`src/rtl/ps2_scancode_decoder.sv`:
```
// PS/2 Set-2 scan-code decoder: pops receiver bytes, resolves E0/F0/E1 prefixes, tracks modifiers, emits key events.
// Optional typematic repeat suppression is enabled by defining KBD_REPEAT_FILTER_EN.
module ps2_scancode_decoder (
    input  logic       clk,
    input  logic       clrn,
    input  logic [7:0] kbd_data,
    input  logic       kbd_ready,
    output logic       kbd_nextdata_n,
    output logic       ev_valid,
    input  logic       ev_ready,
    output logic [7:0] ev_code,
    output logic       ev_ext,
    output logic       ev_break,
    output logic [7:0] ev_ascii,
    output logic       shift,
    output logic       ctrl,
    output logic       caps
);

    typedef enum logic [2:0] {
        S_IDLE   = 3'd0,
        S_POP    = 3'd1,
        S_WAIT   = 3'd2,
        S_DECODE = 3'd3,
        S_EMIT   = 3'd4
    } state_t;

    state_t      state_r, state_s;
    logic [7:0]  byte_r, byte_s;
    logic        ext_pend_r, ext_pend_s, brk_pend_r, brk_pend_s;
    logic [2:0]  skip_cnt_r, skip_s;
    logic        lshift_r, lshift_s, rshift_r, rshift_s;
    logic        lctrl_r, lctrl_s, rctrl_r, rctrl_s;
    logic        caps_r, caps_s, caps_held_r, caps_held_s;
    logic        shift_r, shift_s, ctrl_r, ctrl_s;
    logic        pop_n_r, pop_n_s;
    logic        ev_valid_r, ev_valid_s, ev_ext_r, ev_ext_s, ev_break_r, ev_break_s;
    logic [7:0]  ev_code_r, ev_code_s, ev_ascii_r, ev_ascii_s;
    logic [8:0]  key_s;
    logic        caps_hit_s;
    logic        is_repeat_s;
`ifdef KBD_REPEAT_FILTER_EN
    logic        rep_valid_r, rep_valid_s;
    logic [8:0]  rep_key_r, rep_key_s;
`endif

    // ASCII of a non-extended make; upper selects letter case, shifted selects digit-row symbols.
    function automatic logic [7:0] ascii_of(input logic [7:0] code, input logic upper, input logic shifted);
        logic [7:0] base;
        base = upper ? 8'h41 : 8'h61;
        case (code)
            8'h1C: ascii_of = base + 8'd0;
            8'h32: ascii_of = base + 8'd1;
            8'h21: ascii_of = base + 8'd2;
            8'h23: ascii_of = base + 8'd3;
            8'h24: ascii_of = base + 8'd4;
            8'h2B: ascii_of = base + 8'd5;
            8'h34: ascii_of = base + 8'd6;
            8'h33: ascii_of = base + 8'd7;
            8'h43: ascii_of = base + 8'd8;
            8'h3B: ascii_of = base + 8'd9;
            8'h42: ascii_of = base + 8'd10;
            8'h4B: ascii_of = base + 8'd11;
            8'h3A: ascii_of = base + 8'd12;
            8'h31: ascii_of = base + 8'd13;
            8'h44: ascii_of = base + 8'd14;
            8'h4D: ascii_of = base + 8'd15;
            8'h15: ascii_of = base + 8'd16;
            8'h2D: ascii_of = base + 8'd17;
            8'h1B: ascii_of = base + 8'd18;
            8'h2C: ascii_of = base + 8'd19;
            8'h3C: ascii_of = base + 8'd20;
            8'h2A: ascii_of = base + 8'd21;
            8'h1D: ascii_of = base + 8'd22;
            8'h22: ascii_of = base + 8'd23;
            8'h35: ascii_of = base + 8'd24;
            8'h1A: ascii_of = base + 8'd25;
            8'h45: ascii_of = shifted ? 8'h29 : 8'h30;
            8'h16: ascii_of = shifted ? 8'h21 : 8'h31;
            8'h1E: ascii_of = shifted ? 8'h40 : 8'h32;
            8'h26: ascii_of = shifted ? 8'h23 : 8'h33;
            8'h25: ascii_of = shifted ? 8'h24 : 8'h34;
            8'h2E: ascii_of = shifted ? 8'h25 : 8'h35;
            8'h36: ascii_of = shifted ? 8'h5E : 8'h36;
            8'h3D: ascii_of = shifted ? 8'h26 : 8'h37;
            8'h3E: ascii_of = shifted ? 8'h2A : 8'h38;
            8'h46: ascii_of = shifted ? 8'h28 : 8'h39;
            8'h29: ascii_of = 8'h20;
            8'h5A: ascii_of = 8'h0D;
            8'h66: ascii_of = 8'h08;
            8'h0D: ascii_of = 8'h09;
            8'h76: ascii_of = 8'h1B;
            default: ascii_of = 8'h00;
        endcase
    endfunction

    assign key_s      = {ext_pend_r, byte_r};
    assign caps_hit_s = ~ext_pend_r & (byte_r == 8'h58);
`ifdef KBD_REPEAT_FILTER_EN
    assign is_repeat_s = ~brk_pend_r & rep_valid_r & (rep_key_r == key_s);
`else
    assign is_repeat_s = 1'b0;
`endif

    // Next-state, prefix/modifier bookkeeping and next event outputs.
    always_comb begin
        state_s     = state_r;
        byte_s      = byte_r;
        ext_pend_s  = ext_pend_r;
        brk_pend_s  = brk_pend_r;
        skip_s      = skip_cnt_r;
        lshift_s    = lshift_r;
        rshift_s    = rshift_r;
        lctrl_s     = lctrl_r;
        rctrl_s     = rctrl_r;
        caps_s      = caps_r;
        caps_held_s = caps_held_r;
        pop_n_s     = 1'b1;
        ev_valid_s  = ev_valid_r;
        ev_code_s   = ev_code_r;
        ev_ext_s    = ev_ext_r;
        ev_break_s  = ev_break_r;
        ev_ascii_s  = ev_ascii_r;
`ifdef KBD_REPEAT_FILTER_EN
        rep_valid_s = rep_valid_r;
        rep_key_s   = rep_key_r;
`endif
        case (state_r)
            S_IDLE: begin
                if (kbd_ready && !ev_valid_r) begin
                    byte_s  = kbd_data;
                    pop_n_s = 1'b0;
                    state_s = S_POP;
                end else begin
                    state_s = S_IDLE;
                end
            end
            S_POP:  state_s = S_WAIT;
            // The receiver's ready/data are not trusted in the cycle right after the pop.
            S_WAIT: state_s = S_DECODE;
            S_DECODE: begin
                state_s = S_IDLE;
                if (skip_cnt_r != 3'd0) begin
                    skip_s = skip_cnt_r - 3'd1;
                end else if (byte_r == 8'hE0) begin
                    ext_pend_s = 1'b1;
                end else if (byte_r == 8'hF0) begin
                    brk_pend_s = 1'b1;
                end else if (byte_r == 8'hE1) begin
                    skip_s     = 3'd7;
                    ext_pend_s = 1'b0;
                    brk_pend_s = 1'b0;
                end else begin
                    ext_pend_s = 1'b0;
                    brk_pend_s = 1'b0;
                    if (is_repeat_s) begin
                        state_s = S_IDLE;
                    end else begin
                        state_s    = S_EMIT;
                        ev_valid_s = 1'b1;
                        ev_code_s  = byte_r;
                        ev_ext_s   = ext_pend_r;
                        ev_break_s = brk_pend_r;
                        // Translation uses modifier state from before this code.
                        ev_ascii_s = (ext_pend_r || brk_pend_r) ? 8'h00
                                   : ascii_of(byte_r, shift_r ^ caps_r, shift_r);
                        lshift_s    = (key_s == 9'h012) ? ~brk_pend_r : lshift_r;
                        rshift_s    = (key_s == 9'h059) ? ~brk_pend_r : rshift_r;
                        lctrl_s     = (key_s == 9'h014) ? ~brk_pend_r : lctrl_r;
                        rctrl_s     = (key_s == 9'h114) ? ~brk_pend_r : rctrl_r;
                        caps_s      = (caps_hit_s && !brk_pend_r && !caps_held_r) ? ~caps_r : caps_r;
                        caps_held_s = caps_hit_s ? ~brk_pend_r : caps_held_r;
`ifdef KBD_REPEAT_FILTER_EN
                        if (!brk_pend_r) begin
                            rep_valid_s = 1'b1;
                            rep_key_s   = key_s;
                        end else if (rep_key_r == key_s) begin
                            rep_valid_s = 1'b0;
                        end else begin
                            rep_valid_s = rep_valid_r;
                        end
`endif
                    end
                end
            end
            S_EMIT: begin
                if (ev_ready) begin
                    ev_valid_s = 1'b0;
                    state_s    = S_IDLE;
                end else begin
                    state_s = S_EMIT;
                end
            end
            default: state_s = S_IDLE;
        endcase
        shift_s = lshift_s | rshift_s;
        ctrl_s  = lctrl_s | rctrl_s;
    end

    // State and output registers, cleared by the synchronous active-low reset.
    always_ff @(posedge clk) begin
        if (!clrn) begin
            state_r     <= S_IDLE;
            byte_r      <= 8'h00;
            ext_pend_r  <= 1'b0;
            brk_pend_r  <= 1'b0;
            skip_cnt_r  <= 3'd0;
            lshift_r    <= 1'b0;
            rshift_r    <= 1'b0;
            lctrl_r     <= 1'b0;
            rctrl_r     <= 1'b0;
            caps_r      <= 1'b0;
            caps_held_r <= 1'b0;
            shift_r     <= 1'b0;
            ctrl_r      <= 1'b0;
            pop_n_r     <= 1'b1;
            ev_valid_r  <= 1'b0;
            ev_code_r   <= 8'h00;
            ev_ext_r    <= 1'b0;
            ev_break_r  <= 1'b0;
            ev_ascii_r  <= 8'h00;
`ifdef KBD_REPEAT_FILTER_EN
            rep_valid_r <= 1'b0;
            rep_key_r   <= 9'h000;
`endif
        end else begin
            state_r     <= state_s;
            byte_r      <= byte_s;
            ext_pend_r  <= ext_pend_s;
            brk_pend_r  <= brk_pend_s;
            skip_cnt_r  <= skip_s;
            lshift_r    <= lshift_s;
            rshift_r    <= rshift_s;
            lctrl_r     <= lctrl_s;
            rctrl_r     <= rctrl_s;
            caps_r      <= caps_s;
            caps_held_r <= caps_held_s;
            shift_r     <= shift_s;
            ctrl_r      <= ctrl_s;
            pop_n_r     <= pop_n_s;
            ev_valid_r  <= ev_valid_s;
            ev_code_r   <= ev_code_s;
            ev_ext_r    <= ev_ext_s;
            ev_break_r  <= ev_break_s;
            ev_ascii_r  <= ev_ascii_s;
`ifdef KBD_REPEAT_FILTER_EN
            rep_valid_r <= rep_valid_s;
            rep_key_r   <= rep_key_s;
`endif
        end
    end

    assign kbd_nextdata_n = pop_n_r;
    assign ev_valid       = ev_valid_r;
    assign ev_code        = ev_code_r;
    assign ev_ext         = ev_ext_r;
    assign ev_break       = ev_break_r;
    assign ev_ascii       = ev_ascii_r;
    assign shift          = shift_r;
    assign ctrl           = ctrl_r;
    assign caps           = caps_r;

endmodule

```
`config.mk`:
```
export PLATFORM = sky130hd
export DESIGN_NAME = ps2_scancode_decoder
export DESIGN_NICKNAME = d
export VERILOG_FILES = /design/src/rtl/ps2_scancode_decoder.sv
export SDC_FILE = /design/constraint.sdc
export NUM_CORES = 1
export LEC_CHECK = 0
export ABC_AREA = 1
export CORE_MARGIN = 2
export CORE_UTILIZATION = 52
export DETAILED_ROUTE_END_ITERATION = 6
export PLACE_DENSITY = 0.8
export SYNTH_ARGS = -nofsm -noshare
export SYNTH_HDL_FRONTEND = slang
export SYNTH_SLANG_ARGS = --single-unit
```
`constraint.sdc`:
```
create_clock -name clk -period 3.7 [get_ports clk]
set_input_delay 0.37 -clock clk [delete_from_list [all_inputs] [get_ports clk]]
set_output_delay 0.37 -clock clk [all_outputs]
set_load 0.01 [all_outputs]
```
== Yosys cells after proc, flatten, opt, wreduce, memory -nomap -nowiden ==
Index checks and enable logic that the tools add are counted.

* Register bits: 44
* Latch bits: 0
* Memory bits (writable): 0
* Bits in read-only memories: 0
* Input port bits: 12
* Memories kept: 0

* $add $sub $neg: 26
* $mul: 0
* Div/mod/pow operators: 0
* $lt $le $gt $ge: 0
* Equal/unequal tests: 61
* Shift operators: 0
* Muxes and demuxes: 58
* Bitwise gates (word level): 11
* Reduce and logical (&&, ||, !) cells: 20

{| class="wikitable"
|+ Operator list
! kind !! number
|-
| $pmux 8 s41 || 1
|-
| $eq 8x6->1 const B || 23
|-
| $eq 8x7->1 const B || 11
|-
| $add 7x5->8 const B || 10
|-
| $add 7x4->8 const B || 8
|-
| $eq 8x5->1 const B || 7
|-
| $mux 5 || 8
|-
| $mux 1 || 34
|-
| $add 7x3->8 const B || 4
|-
| $mux 3 || 9
|-
| $eq 8x8->1 const B || 3
|-
| $eq 9x5->1 const B || 2
|-
| $reduce_and 6->1 || 3
|-
| $add 7x2->8 const B || 2
|-
| $ne 2x2->1 const B || 8
|-
| $pmux 3 s5 || 1
|-
| $mux 7 || 2
|-
| $eq 9x7->1 const B || 1
|-
| $eq 9x9->1 const B || 1
|-
| $add 7x1->8 const B || 1
|-
| $eq 8x4->1 const B || 1
|-
| $mux 8 || 1
|-
| $not 1->1 || 7
|-
| $eq 3x2->1 const B || 2
|-
| other kinds (18) || 26
|}

== Depth between registers and ports, before layout ==
* Word-level depth: 8
* Depth in mapped cells: 17
* Mapped depth without buffers: 16

== Worst setup path before layout ==
Ideal clock, no wire load.

* Path kind: register -> register
* From: reg byte_r[4]
* To: reg ev_ascii_r[5] (netlist: ev_ascii[5])
* Library setup time: 0.132 ns
* Arrival time: 1.766 ns
* Required time: 3.568 ns
* Path slack: 1.802 ns
* Stages on the path, launching flop included: 18
* Period minus slack after synthesis: 1.898 ns
* Cell sequence: dfxtp_1 inv_2 nand2_1 nor2_1 buf_2 nand2_1 nand4_1 nor3_1 inv_1 ha_1 inv_1 o21bai_1 nand2_1 inv_1 nand2_1 nand3_1 nand3_1 a21oi_1

* Longest elaborated chain between the ends: 3

{| class="wikitable"
|+ Ends and longest elaborated chain
! item !! RTL line !! RTL
|-
| start, declared || 29 || <nowiki>logic [7:0] byte_r, byte_s;</nowiki>
|-
| start signal, assigned || 228 || <nowiki>byte_r <= byte_s;</nowiki>
|-
| $eq 8x7->1 (tied with other cells) || 51 || <nowiki>case (code)</nowiki>
|-
| $pmux 8 s41 / $not 1->1 (equally long branches) || -- ||
|-
| $mux 8 / $reduce_and 5->1 (equally long branches) || -- ||
|-
| end signal, assigned || 245 || <nowiki>ev_ascii_r <= ev_ascii_s;</nowiki>
|-
| end, declared || 38 || <nowiki>logic [7:0] ev_code_r, ev_code_s, ev_ascii_r, ev_ascii_s;</nowiki>
|}

Parallel ways exist; a longest one is shown, timed or not.
A chain may end at the register's enable or synchronous reset.

== Final worst setup path ==
Ends and elaborated chain as after synthesis.

==> results.md <==
* F_max at 0.4187 GHz
* Worst clock skew at 0.009905 ns
* Drt first-iter violations at 208
* Routed Antenna Nets at 0
* Drt first pass iters at 4
* Core area at 5010 µm²
* Max Slew Vio Count at 0
* Ys async rst share at 0%
* Dpl hpwl at 5.291 mm
* Post-CTS setup buffers at 0
* Post-Syn Area at 2664 µm²
* # diodes at 0
* Fraction of layout cells with a size suffix above 1 at 8.155%
* Multi-input logic area at 1546 µm²
* Htree depth at 2
* Final Cell Area at 3164 µm²
* Most common cell after layout, fill and taps aside: nand2_1
* Initial antenna violation count at 0
* Crit path buf inv count at 4
* Vias per inst at 5.304
* Top cell by count, worst path: nand2_1
* Die area at 5712 µm²
* CTS buffer count at 5
* CP startpoint kind: flip-flop
* GRT overflow at 0
* Die H at 75.58 µm
* PnR Total Power at 1.095 mW
* Clock sink count at 44
* Number of global-route vias before repair at 2611
* Yosys reg bits at 44
* Endpoints failing setup at 0
* Final Hold Vio Count at 0
* Data required, critical path at 3.93 ns
* Commonest cells after routing, fill and taps aside: nand2_1 (121), nor2_1 (69), dfxtp_1 (44)
* Final WL at 6.918 mm
* Vias at 2843
* Post-synth top area share at 33.07%
* Leak at 1.456 nW
* CP peak stage delay at 0.52 ns
* Final min period at 2.388 ns
* Inst Count DP at 528
* RePlAce Congestion at 0.9749
* Crit end category: flip-flop
* Cell row count at 26
* WS Path Type: flip-flop to flip-flop
* FILL cells at 494
* Post-synth EDFFs at 0
* First-pass GRT wire length at 11.63 mm
* Worst hold path type: flip-flop to flip-flop
* FF/Latch Area at 880.8 µm²
* Die width at 75.58 µm
* Net Count, Synth at 449
* CP Data Arrival Time at 2.62 ns
* Pre-CTS WS at 1.401 ns
* I/O pins at 35
* Slew @ Worst Pin at 0.6445 ns
* Gr usage total at 26.34%
* CTS Hold Bufs at 0
* PortBufs at 34
* Clk_lat worst skew at 0.30 ns
* Resized cells post-CTS at 0
* Rel. slew slack at 56.87%
* RSZ-0062 raised after global routing: false
* Routed length per instance at 12.91 µm
* TritonCTS clock tree: built
* Status: finished clean
* Ys Warns at 0
* Max VDD drop at 0.2532 mV
* Kind of cell adding the most delay to the critical path: simple AND/OR/NAND/NOR gates
* Fin Setup TNS at 0 ns
* Power per cell area at 346.0 nW/µm²
* Initial Utilization at 53.17%
* Synth top area cells: dfxtp_1 (33%), nand2_1 (17%), nor2_1 (9.7%)
* Critical path, cell by cell: inv_2 > nand2_1 > nor2_1 > nand2_1 > nand4_1 > nor3_1 > inv_1 > ha_1 > inv_1 > o21bai_1 > nand2_1 > inv_1 > nand2_1 > nand3_1 > nand3_1 > a21oi_1
* Cell taking the most area after synthesis: dfxtp_1
* Final Util at 63.16%
* Critical Path Slowest Stage Cell: nor2_1
* Nets at 480
* Synth cell types at 32
* Syn Inst Count at 434
* Dominant synthesized flop cell: dfxtp_1
* Hold Slack at 0.4554 ns
* Final Non-Filler Cells at 536
* Max-cap violations at 0
* Area Overhead vs Synth at 18.79%
* Post-DP Area at 3043 µm²
* Largest net degree at the start of global routing at 28
* Final period util at 64.55%
* Max Fanout on Critical Path at 11
* Clock Tree Root: clkbuf_8
* Worst-case clock buffer depth at 2
* CTS clk-pin slew, worst paths at 0.09 ns
* Syn Area/Cell at 6.138 µm²
* Register area share after synthesis at 33.07%
* Post-route setup slack at 1.312 ns
* DRC at 0
## area by class of cell
class	instances	area share [%]
multi-input combinational	331	48.87
sequential	44	27.84
timing repair buffer	35	10.99
inverter	48	5.694
tap	70	2.768
clock buffer	6	2.610
clock inverter	2	1.226
## registers in the layout (all words and copies together) (netlist names)
name and count:
ev_ascii 8, state_r 3, ev_break 1, lshift_r 1, caps_held_r 1, rctrl_r 1
kbd_nextdata_n 1, caps 1, ctrl 1, skip_cnt_r 3, shift 1, rshift_r 1
ev_ext 1, ev_valid 1, byte_r 8, lctrl_r 1, ev_code 8, ext_pend_r 1
brk_pend_r 1
## report_power, final
group	leakage (nW)	total (mW)	switching (mW)	internal, mW
logic	1.04	0.194	0.131	0.0625
registers	0.357	0.515	0.0213	0.494
clock network	0.0614	0.386	0.165	0.221
## routing by layer
metal	share of wire, %	up-vias	global-route usage (%)
li1	-	1461	-
met5	0	-	0
met4	2.9	0	9.942
met1	45	1282	32.73
met3	3.7	17	3.307
met2	49	83	46.47
## cell families (layout without fill, tap and decap cells)
kind of cell / count (synthesis) / in the layout / share of synthesized area (%)
AOI/OAI and AO/OA: 71 / 71 / 14.51
xor gates and xnor gates: 1 / 1 / 0.3289
adders and majority gates: 3 / 3 / 1.409
buffers and inverters: 59 / 91 / 8.877
DFF: 44 / 44 / 33.07
and+or+nand+nor: 256 / 256 / 41.80
## cells in the mapped netlist (2+ instances only)
library cell and instances:
dfxtp_1 44, o21bai_1 2, ha_1 3, o21ai_0 24, o211ai_1 3, nand4_1 12, inv_1 39, nor3_1 4
nand2_2 6, a21oi_1 33, nand3_1 27, o21ai_1 4, nor2_2 7, nand3b_1 2, nand2_1 121, nor2_4 3
inv_2 9, nor2_1 69, clkbuf_1 6, buf_2 3, nor3_2 2
## final timing paths
path | from | end | slack [ns] | cells past startpoint
setup reg to reg | byte_r[4]$_SDFFE_PN0P_ | ev_ascii[5]$_SDFFE_PN0P_ | 1.31 | 16
setup / recovery | byte_r[4]$_SDFFE_PN0P_ | ev_ascii[5]$_SDFFE_PN0P_ | 1.31 | 16
hold / removal | state_r[0]$_SDFF_PN0_ | state_r[0]$_SDFF_PN0_ | 0.46 | 1
hold reg to reg | state_r[0]$_SDFF_PN0_ | state_r[0]$_SDFF_PN0_ | 0.46 | 1
Power figures use the tool's default switching activity.
